<file path="src/rtl/adder_pkg.sv">
// adder_pkg: shared defaults and configuration helpers for the pipelined ripple-carry adder.
package adder_pkg;
    localparam int ADDER_WIDTH_DEFAULT = 16;
    localparam int ADDER_CHUNK_DEFAULT = 4;

    function automatic int adder_stages(input int width, input int chunk);
        return width / chunk;
    endfunction

    function automatic bit adder_cfg_ok(input int width, input int chunk);
        return (chunk > 0) && (width >= chunk) && (width % chunk == 0);
    endfunction
endpackage

</file>
<file path="src/rtl/rca_chunk.sv">
// rca_chunk: combinational CHUNK-bit ripple-carry slice.
module rca_chunk
    import adder_pkg::*;
#(
    parameter int CHUNK = ADDER_CHUNK_DEFAULT
) (
    input  logic [CHUNK-1:0] a_i,
    input  logic [CHUNK-1:0] b_i,
    input  logic             cin_i,
    output logic [CHUNK-1:0] s_o,
    output logic             cout_o
);
    logic [CHUNK:0] c;

    always_comb begin
        c[0] = cin_i;
        for (int i = 0; i < CHUNK; i++)
            c[i+1] = (a_i[i] & b_i[i]) | (c[i] & (a_i[i] ^ b_i[i]));
    end

    assign s_o    = a_i ^ b_i ^ c[CHUNK-1:0];
    assign cout_o = c[CHUNK];
endmodule

</file>
<file path="src/rtl/pipelined_rca_adder.sv">
// pipelined_rca_adder: adder/subtractor with one CHUNK-bit ripple slice per register stage,
// carry registered between stages, and a single global enable driven by output backpressure.
module pipelined_rca_adder
    import adder_pkg::*;
#(
    parameter int WIDTH = ADDER_WIDTH_DEFAULT,
    parameter int CHUNK = ADDER_CHUNK_DEFAULT
) (
    input  logic             clk_i,
    input  logic             rst_i,
    input  logic             valid_i,
    output logic             ready_o,
    input  logic [WIDTH-1:0] a_i,
    input  logic [WIDTH-1:0] b_i,
    input  logic             cin_i,
    input  logic             sub_i,
    output logic             valid_o,
    input  logic             ready_i,
    output logic [WIDTH-1:0] s_o,
    output logic             cout_o,
    output logic             ovf_o
);
    localparam int STAGES = adder_stages(WIDTH, CHUNK);

    if (!adder_cfg_ok(WIDTH, CHUNK)) begin : g_bad_cfg
        $error("pipelined_rca_adder: WIDTH must be a positive multiple of CHUNK");
    end

    // layer 0 holds the conditioned operands; layer k+1 holds stage k's results
    logic [WIDTH-1:0]             a_d [STAGES];
    logic [WIDTH-1:0]             a_q [STAGES];
    logic [WIDTH-1:0]             b_d [STAGES];
    logic [WIDTH-1:0]             b_q [STAGES];
    logic [WIDTH-1:0]             s_d [STAGES+1];
    logic [WIDTH-1:0]             s_q [STAGES+1];
    logic [STAGES:0]              c_d, c_q, v_d, v_q;
    logic [STAGES-1:0][CHUNK-1:0] sum_w;
    logic [STAGES-1:0]            cout_w;
    logic                         ovf_d, ovf_q;
    logic                         en;

    assign en      = ready_i | ~v_q[STAGES];
    assign ready_o = en;

    genvar g;
    for (g = 0; g < STAGES; g++) begin : g_stage
        rca_chunk #(.CHUNK(CHUNK)) u_chunk (
            .a_i    (a_q[g][g*CHUNK +: CHUNK]),
            .b_i    (b_q[g][g*CHUNK +: CHUNK]),
            .cin_i  (c_q[g]),
            .s_o    (sum_w[g]),
            .cout_o (cout_w[g])
        );
    end

    always_comb begin
        a_d[0] = a_i;
        b_d[0] = sub_i ? ~b_i : b_i;
        c_d[0] = cin_i ^ sub_i;
        v_d[0] = valid_i;
        s_d[0] = '0;
        for (int k = 1; k < STAGES; k++) begin
            a_d[k] = a_q[k-1];
            b_d[k] = b_q[k-1];
        end
        for (int k = 0; k < STAGES; k++) begin
            s_d[k+1] = s_q[k];
            s_d[k+1][k*CHUNK +: CHUNK] = sum_w[k];
        end
        c_d[STAGES:1] = cout_w;
        v_d[STAGES:1] = v_q[STAGES-1:0];
        ovf_d = (a_q[STAGES-1][WIDTH-1] == b_q[STAGES-1][WIDTH-1]) &&
                (sum_w[STAGES-1][CHUNK-1] != a_q[STAGES-1][WIDTH-1]);
    end

    always_ff @(posedge clk_i or posedge rst_i) begin
        if (rst_i) begin
            a_q   <= '{default: '0};
            b_q   <= '{default: '0};
            s_q   <= '{default: '0};
            c_q   <= '0;
            v_q   <= '0;
            ovf_q <= 1'b0;
        end else if (en) begin
            a_q   <= a_d;
            b_q   <= b_d;
            s_q   <= s_d;
            c_q   <= c_d;
            v_q   <= v_d;
            ovf_q <= ovf_d;
        end
    end

    assign s_o     = s_q[STAGES];
    assign cout_o  = c_q[STAGES];
    assign valid_o = v_q[STAGES];
    assign ovf_o   = ovf_q;
endmodule

</file>
<file path="config.mk">
export PLATFORM = sky130hd
export DESIGN_NAME = pipelined_rca_adder
export DESIGN_NICKNAME = d
export VERILOG_FILES = /design/src/rtl/adder_pkg.sv /design/src/rtl/rca_chunk.sv /design/src/rtl/pipelined_rca_adder.sv
export SDC_FILE = /design/constraint.sdc
export NUM_CORES = 1
export LEC_CHECK = 0
export BUFFER_PORTS_ARGS = -buffer_cell sky130_fd_sc_hd__buf_4
export CORE_MARGIN = 5
export CORE_UTILIZATION = 55
export CTS_BUF_LIST = sky130_fd_sc_hd__clkbuf_8
export CTS_CLUSTER_SIZE = 25
export DETAILED_ROUTE_END_ITERATION = 16
export GPL_ROUTABILITY_DRIVEN = 1
export PLACE_DENSITY = 0.76
export SYNTH_ARGS = -nofsm -noshare
export SYNTH_HDL_FRONTEND = slang
export SYNTH_HIERARCHICAL = 1
export SYNTH_SLANG_ARGS = --single-unit
</file>
<file path="constraint.sdc">
create_clock -name clk_i -period 5.04 [get_ports clk_i]
set_clock_uncertainty 0.1 [all_clocks]
set_input_delay 0.504 -clock clk_i [delete_from_list [all_inputs] [get_ports clk_i]]
set_output_delay 0.504 -clock clk_i [all_outputs]
set_load 0.01 [all_outputs]
</file>
==> qor.csv, run 1 <==
metric,value,unit
drt drc,0,
wire length per cell,15.0,um
fin nets,472,
run status,finished clean,
RR Startpoint,a_q[12]$_DFFE_PP0P_,
post-route ant nets,0,
Hold Crit Class,in -> async,
CTS resizes,0,
Peak VDD IR,314,uV
largest cells by area after synthesis,"dfrtp_1, mux2_4, mux2_2",
crit path time final,2.87,ns
pwr/cell area,654,mW/mm2
Slew headroom,42.0,%
overall routed net length,8460,um
Worst-Margin Slew,0.870,ns
CTS tree,built,
Synth Flop Type,dfrtp_1,
Syn Inst Count,357,
Buffers on Ports,57,
Area Overhead vs Synth,16.0,%
post-synthesis sequential area ratio,56.1,%
crit end category,register,
Setup Buffers After CTS,0,
Setup TNS Final,0,ns
Yosys cell types,15,
# IOs,58,
Die Wd,113,um
FP Rows,37,
Final HPWL DP,5500,um
Synth top cells by count,"dfrtp_1, mux2_4, mux2_2",
Root Buffer,clkbuf_8,
initial core utilization,56.6,%
final-report setup violation count,0,
Post-CTS Hold Fix Bufs,0,
grt ovf,0,
die height,113,um
CTS H-tree depth,4,
max cap viols,0,
crit path launch,a_q[12]$_DFFE_PP0P_,
Vias,2786,
Critical Path RT,5.29,ns
FMAX,349,MHz
largest net degree at the start of global routing,85,
GPL Wtd Cong,0.719,
core area,0.0103,mm2
most frequent cell after synthesis,dfrtp_1,
initial antenna violation count,0,
final period utilization,56.9,%
leakage,3.35,nW
# diodes,0,
global-route wire length before repair,14700,um
"area leader, netlist",dfrtp_1,
top-area cell type share of the netlist area,56.1,%
"Data arrival, critical path",3.11,ns
Post-synth EDFFs,0,
worst-case reg-to-reg path depth,10,
final hold viol count,0,
DR vias/cell,4.92,
yosys warns,6,
Setup crit start kind,register,
layout cells sized above 1,51.6,%
initial DRC count,136,
unrepaired setup endpoints after global routing,false,
Slew Limit Fails,0,
clock-pin slew on the worst setup and hold paths,0.07,ns
DR pass1 iterations,4,
Sink Count,131,
CTS Buffer Depth,2,
aggregate global-route resource usage,14.5,%
Yosys reg bits,131,
clk_lat worst skew,0.43,ns
Die ar.,0.0128,mm2
RR Endpoint,ovf_o$_DFFE_PP0P_,
Reg2Reg Setup Slack,2.17,ns
"Max FO, Critical Path",3,
CP Class,reg -> reg,
post-synthesis cell area,0.00584,mm2
TritonCTS Buffers,17,
Syn Area/Cell,16.4,um2
"Core Util, Final",65.6,%
net count after synthesis,411,
Post-synth ARST share,100,%
vias in the first global route,3022,
==> state kept, by name, summed over array words and instances (netlist names) <==
register	cells
ovf_o	1
s_o	16
s_d	24
a_q	4
b_q	4
a_d	36
v_q	5
b_d	36
c_q	5
==> worst max-delay path by stage <==
stage,end,depth (start not counted)
6_report,ovf_o$_DFFE_PP0P_,10
5_1_grt,ovf_o$_DFFE_PP0P_,10
4_1_cts,ovf_o$_DFFE_PP0P_,10
3_5_place_dp,ovf_o$_DFFE_PP0P_,10
3_3_place_gp,ovf_o$_DFFE_PP0P_,10
2_1_floorplan,a_d[10]$_DFFE_PP0P_,1
==> layout by cell type, fill, tap and decap left out <==
cell type,count
a31oi_1,1
clkinvlp_4,2
nand2b_4,1
nand2b_1,1
nor3b_1,1
buf_12,1
buf_4,58
clkbuf_8,22
bufinv_16,4
inv_1,40
dfrtp_1,131
or3b_2,1
mux2_2,52
clkinv_2,3
nand3b_1,1
fa_1,16
xor2_1,17
inv_6,1
mux2_4,77
==> per-layer routing <==
metal | vias to the layer above | part of all wire (%) | GRT usage [%]
li1 | 1305 | - | -
met1 | 1418 | 49 | 21.0
met2 | 51 | 45 | 20.5
met3 | 12 | 4.1 | 3.80
met4 | 0 | 1.8 | 6.97
met5 | - | 0 | 0
==> worst max-delay path, cell delays in order (launching register included) <==
cell and delay, ns:
dfrtp_1 0.41, fa_1 0.43, inv_1 0.08, fa_1 0.16, inv_1 0.05, fa_1 0.36
inv_1 0.08, fa_1 0.41, inv_1 0.10, or3b_2 0.45, a31oi_1 0.17
==> power by group <==
part	total, mW	switching (mW)	internal [mW]
clock network	0.982	0.382	0.600
logic	1.62	0.595	1.02
registers	1.83	0.291	1.54
total	4.43	1.27	3.16
==> area by class of cell <==
type | count | area (um2)
multi-input cells | 168 | 2260
well taps | 136 | 170
clock buffers | 22 | 303
repair buffers | 59 | 455
flip-flops and latches | 131 | 3280
inverters | 41 | 159
clock inverters | 9 | 150
fillers | 730 | 3550
==> per-stage QoR <==
stage                     setup slack (ns)  hold slack (ns)  total power [mW]  std cells  area [um2]
final                                 2.17           0.0880              4.43        566        6780
after global routing                  2.05            0.137              4.74        566        6780
after CTS                             2.17           0.0998              4.49        566        6780
after detailed placement              2.19            0.348              3.48        535        6320
after global placement                2.28            0.342              3.39        535        6320
after floorplan                      0.938            0.330              3.06        357        5840
==> cell families (layout without fill, tap and decap cells) <==
kind of cell	after synthesis	in the layout	share of synthesized area (%)
buffers and inverters	58	131	5.20
AO/OA/AOI/OAI	1	1	0.107
adder cells (fa/ha/maj)	16	16	5.48
multiplexers	129	129	29.8
AND/OR/NAND/NOR	5	5	0.750
flip-flops	131	131	56.1
XOR/XNOR	17	17	2.55
Power figures use the tool's default switching activity.
==> run 2: changes to the inputs <==
clock period = 3 ns   (was 5.04 ns; I/O delays follow)
==> qor.csv, run 2 (synthesis results as in run 1) <==
metric,value,unit,change
# IOs,58,,unchanged
clock-pin slew on the worst setup and hold paths,0.07,ns,about the same
"most common cell after layout, fill and taps aside",dfrtp_1,,
Peak VDD IR,459,uV,+46%
DP Area,0.00638,mm2,+0.93%
Area Overhead vs Synth,18.9,%,
Hold Crit Class,in -> reg,,
largest net degree at the start of global routing,58,,-32%
CTS tree,built,,
final-report setup violation count,0,,unchanged
Worst-Margin Slew,0.724,ns,-0.146 ns
max cap viols,0,,unchanged
aggregate global-route resource usage,15.2,%,+0.70 points
initial core utilization,56.6,%,unchanged
Slew headroom,51.6,%,+9.6 points
FP Rows,37,,unchanged
overall routed net length,8530,um,+0.72%
highest-count cells in the layout ignoring fill and taps,"dfrtp_1, mux2_4, buf_4",,
global-route wire length before repair,15400,um,+4.5%
vias in the first global route,3073,,+1.7%
drt drc,0,,unchanged
unrepaired setup endpoints after global routing,false,,
Buffers on Ports,57,,unchanged
FMAX,352,MHz,+0.75%
Slew Limit Fails,0,,unchanged
Die ar.,0.0128,mm2,unchanged
Final HPWL DP,5750,um,+4.4%
crit end category,register,,
Vias,2829,,+1.5%
die height,113,um,unchanged
"Core Util, Final",67.3,%,+1.7 points
crit path time final,2.84,ns,-0.0213 ns
Sink Count,131,,unchanged
leakage,3.42,nW,+2.1%
CTS H-tree depth,4,,unchanged
GPL Wtd Cong,0.699,,-2.7%
TritonCTS Buffers,17,,unchanged
Die Wd,113,um,unchanged
# diodes,0,,unchanged
layout cells sized above 1,49.9,%,-1.7 points
clk_lat worst skew,0.43,ns,about the same
post-route ant nets,0,,unchanged
DR vias/cell,4.82,,-2.1%
fill cell count,722,,-1.1%
initial DRC count,138,,+1.5%
Setup TNS Final,0,ns,unchanged
Post-Layout Inst Area,0.00695,mm2,+2.5%
"Max FO, Critical Path",3,,unchanged
CTS Buffer Depth,2,,unchanged
"Data arrival, critical path",3.10,ns,about the same
Root Buffer,clkbuf_8,,
initial antenna violation count,0,,unchanged
final period utilization,94.8,%,+38 points
pwr/cell area,1040,mW/mm2,+59%
Setup crit start kind,register,,
core area,0.0103,mm2,unchanged
grt ovf,0,,unchanged
area of the multi-input gates,0.00226,mm2,unchanged
sequential cell area,0.00328,mm2,unchanged
final hold viol count,0,,unchanged
CP Class,reg -> reg,,
Critical Path RT,3.25,ns,-2.04 ns
DR pass1 iterations,4,,unchanged
wire length per cell,14.5,um,-2.9%
fin nets,492,,+4.2%
final total power,7.24,mW,+63%
Setup Buffers After CTS,0,,unchanged
run status,finished clean,,
## run 2: final cells by class
class,instances,area share (%)
timing repair buffer,79,9.87
tap,136,2.45
multi-input combinational,168,32.5
sequential,131,47.2
inverter,41,2.27
clock buffer,19,3.76
clock inverter,13,1.93
## run 2: stage by stage
stage / instances / worst slack, ns / hold slack, ns
3_5_place_dp: 538 / 0.159 / 0.353
2_1_floorplan: 357 / 0.322 / 0.330
6_report: 587 / 0.156 / 0.0310
5_1_grt: 587 / 0.00124 / 0.00727
4_1_cts: 587 / 0.141 / 0.00227
3_3_place_gp: 538 / 0.238 / 0.344
## run 2: routing by layer
layer / GRT usage, % / up-vias / routed length [um]
li1: - / 1339 / -
met4: 7.93 / 0 / 235
met2: 20.5 / 59 / 3720
met3: 4.17 / 20 / 375
met5: 0 / - / 0
met1: 22.6 / 1411 / 4200
## run 2: final timing paths
path	startpoint	endpoint	slack [ns]	cells past startpoint
setup / recovery	a_q[12]$_DFFE_PP0P_	ovf_o$_DFFE_PP0P_	0.16	10
hold / removal	a_i[9]	a_d[41]$_DFFE_PP0P_	0.03	2
setup reg to reg	a_q[12]$_DFFE_PP0P_	ovf_o$_DFFE_PP0P_	0.16	10
hold reg to reg	v_q[3]$_DFFE_PP0P_	v_q[4]$_DFFE_PP0P_	0.36	1
max in group asynchronous	rst_i	b_d[20]$_DFFE_PP0P_	1.64	4
min in group asynchronous	rst_i	v_q[2]$_DFFE_PP0P_	0.45	3
## run 2: worst max-delay path, stage by stage (launching register included)
cell,delay (ns)
dfrtp_1,0.41
fa_1,0.43
inv_1,0.08
fa_1,0.16
inv_1,0.05
fa_1,0.37
inv_1,0.08
fa_1,0.40
inv_1,0.09
or3b_2,0.44
a31oi_1,0.17
## run 2: report_power, final
part           switching (mW)  internal, mW  total (mW)  leakage, nW
logic                   0.973          1.73        2.70         1.69
clock network           0.681         0.780        1.46        0.203
registers               0.491          2.58        3.08         1.53
total                    2.15          5.10        7.24         3.42
## run 2: repair_timing
item	in CTS	in global routing
hold buffers	17	0
hold endpoints to repair	46	0
gates resized for setup	0	0
==> run 3: changes to the inputs <==
CTS_BUF_LIST = unset   (was sky130_fd_sc_hd__clkbuf_8)
==> qor.csv, run 3 (synthesis results as in run 1) <==
metric,value,unit,change
run status,finished clean,,
FP Rows,37,,unchanged
met3 WL,300,um,-20%
TritonCTS Buffers,17,,unchanged
# IOs,58,,unchanged
overall routed net length,8880,um,+4.1%
DR vias/cell,4.86,,+0.83%
CTS tree,built,,
DR pass1 iterations,4,,unchanged
WL met2,4120,um,+11%
post-route ant nets,0,,unchanged
Worst Hold Endpoint,c_q[0]$_DFFE_PP0P_,,
clk_lat worst skew,0.50,ns,+0.07 ns
Reg2Reg Setup Slack,0.15,ns,about the same
hold slack final,0.0820,ns,+0.0510 ns
wire length per cell,15.0,um,+3.6%
grt ovf,0,,unchanged
Switching Power,2.25,mW,+5.1%
GPL Wtd Cong,0.699,,unchanged
Vias,2867,,+1.3%
crit path cell chain,"fa_1, inv_1, fa_1, inv_1, fa_1, inv_1, fa_1, inv_2, or3b_2, a31oi_1",,
Worst-Margin Slew,0.728,ns,+0.00438 ns
Hold Crit Class,in -> reg,,
Slew headroom,51.3,%,-0.29 points
CP max stage delay,0.43,ns,about the same
Non-Filler Instances,590,,+0.51%
Area Overhead vs Synth,22.5,%,
drt drc,0,,unchanged
Sink Count,131,,unchanged
hold path cells,3,,+1
initial core utilization,56.6,%,unchanged
worst-case reg-to-reg path depth,10,,unchanged
top sig layer,met4,,
clock-pin slew on the worst setup and hold paths,0.06,ns,about the same
max cap viols,0,,unchanged
CP Class,reg -> reg,,
Slew Limit Fails,0,,unchanged
Critical Path RT,3.32,ns,+0.07 ns
final-report setup violation count,0,,unchanged
highest-count cells in the layout ignoring fill and taps,"dfrtp_1, mux2_4, buf_4",,
RR Endpoint,ovf_o$_DFFE_PP0P_,,
internal power,5.57,mW,+9.3%
switching share of power,28.8,%,-0.80 points
die height,113,um,unchanged
Setup TNS Final,0,ns,unchanged
CTS H-tree depth,4,,unchanged
HP Start,cin_i,,
combinational share of power,35.3,%,-2.0 points
sequential power share,39.5,%,-3.0 points
Root Buffer,clkbuf_8,,
initial antenna violation count,0,,unchanged
aggregate global-route resource usage,15.8,%,+0.54 points
crit end category,register,,
final period utilization,94.8,%,about the same
RR Startpoint,a_q[12]$_DFFE_PP0P_,,
pre-CTS WS,0.159,ns,unchanged
FMAX,351,MHz,about the same
unrepaired setup endpoints after global routing,false,,
Die ar.,0.0128,mm2,unchanged
initial DRC count,123,,-11%
core area,0.0103,mm2,unchanged
layout cells sized above 1,50.0,%,+0.11 points
crit path time final,2.85,ns,+0.00100 ns
Peak VDD IR,522,uV,+14%
vias in the first global route,3124,,+1.7%
DRT met1 WL,4370,um,+4.1%
Final HPWL DP,5750,um,unchanged
"Max FO, Critical Path",3,,unchanged
global-route wire length before repair,16000,um,+4.2%
crit path launch,a_q[12]$_DFFE_PP0P_,,
Die Wd,113,um,unchanged
Crit-path slowest cell,fa_1,,
Clock Power Share,25.2,%,+5.0 points
# diodes,0,,unchanged
CP most frequent cell,fa_1,,
pwr/cell area,1090,mW/mm2,+4.9%
"most common cell after layout, fill and taps aside",dfrtp_1,,
leakage,3.51,nW,+2.6%
Cells after DPL,538,,unchanged
fin nets,495,,+0.61%
largest net degree at the start of global routing,58,,unchanged
CTS Buffer Depth,2,,unchanged
final hold viol count,0,,unchanged
Buffers on Ports,57,,unchanged
Worst Slack Setup Final,0.155,ns,-0.00100 ns
Setup crit start kind,register,,
"Data arrival, critical path",3.17,ns,+0.07 ns
==> run 3: cell count changes in the layout (fill, tap and decap cells not counted), sizes merged <==
cell         change
inv              -1
buf              +1
clkbuf           +1
dlygate4sd3      +2
==> run 3: routing by layer <==
metal	vias to the layer above	global-route usage [%]
met5	-	0
met4	0	5.77
met3	4	4.28
met2	44	22.6
met1	1459	23.2
li1	1360	-
==> run 3: worst max-delay path by stage <==
stage	end	slack, ns
global placement	ovf_o$_DFFE_PP0P_	0.24
global route	ovf_o$_DFFE_PP0P_	0.02
CTS	ovf_o$_DFFE_PP0P_	0.13
finish	ovf_o$_DFFE_PP0P_	0.15
detailed placement	ovf_o$_DFFE_PP0P_	0.16
floorplan	ovf_o$_DFFE_PP0P_	0.32
==> run 3: per-stage QoR <==
stage | cell area (um2) | total power [mW] | utilization [%]
global placement | 6380 | 5.71 | 61.8
global route | 7160 | 8.37 | 69.3
CTS | 7150 | 7.91 | 69.2
finish | 7160 | 7.82 | 69.3
detailed placement | 6380 | 5.85 | 61.8
floorplan | 5850 | 5.15 | -
==> run 3: area by class of cell <==
| cell class | instances | area, um2 |
|---|---|---|
| multi-input cells | 168 | 2260 |
| clock inverters | 12 | 130 |
| inverters | 41 | 158 |
| fillers | 693 | 3170 |
| clock buffers | 20 | 445 |
| repair buffers | 82 | 713 |
| flip-flops and latches | 131 | 3280 |
| well taps | 136 | 170 |
==> run 3: power by group through the flow <==
stage               Clock (mW)  Sequential, mW  Combinational [mW]
floorplan                    0            3.01                2.13
global placement             0            3.07                2.65
detailed placement           0            3.12                2.73
CTS                       2.01            3.11                2.79
global route              2.09            3.22                3.06
finish                    1.97            3.09                2.76
==> run 3: timing repair <==
item,CTS,global route
hold buffers,19,0
resized for setup,0,1
setup endpoints to repair,0,1
buffers inserted,0,1
hold endpoints to repair,48,0
==> run 3: critical path: cells and delay by family (launching register included) <==
| kind | cells | cell delay [ns] |
|---|---|---|
| fa+ha+maj | 4 | 1.38 |
| buf+inv | 4 | 0.28 |
| compound gates | 1 | 0.17 |
| flops | 1 | 0.41 |
| simple gates | 1 | 0.43 |
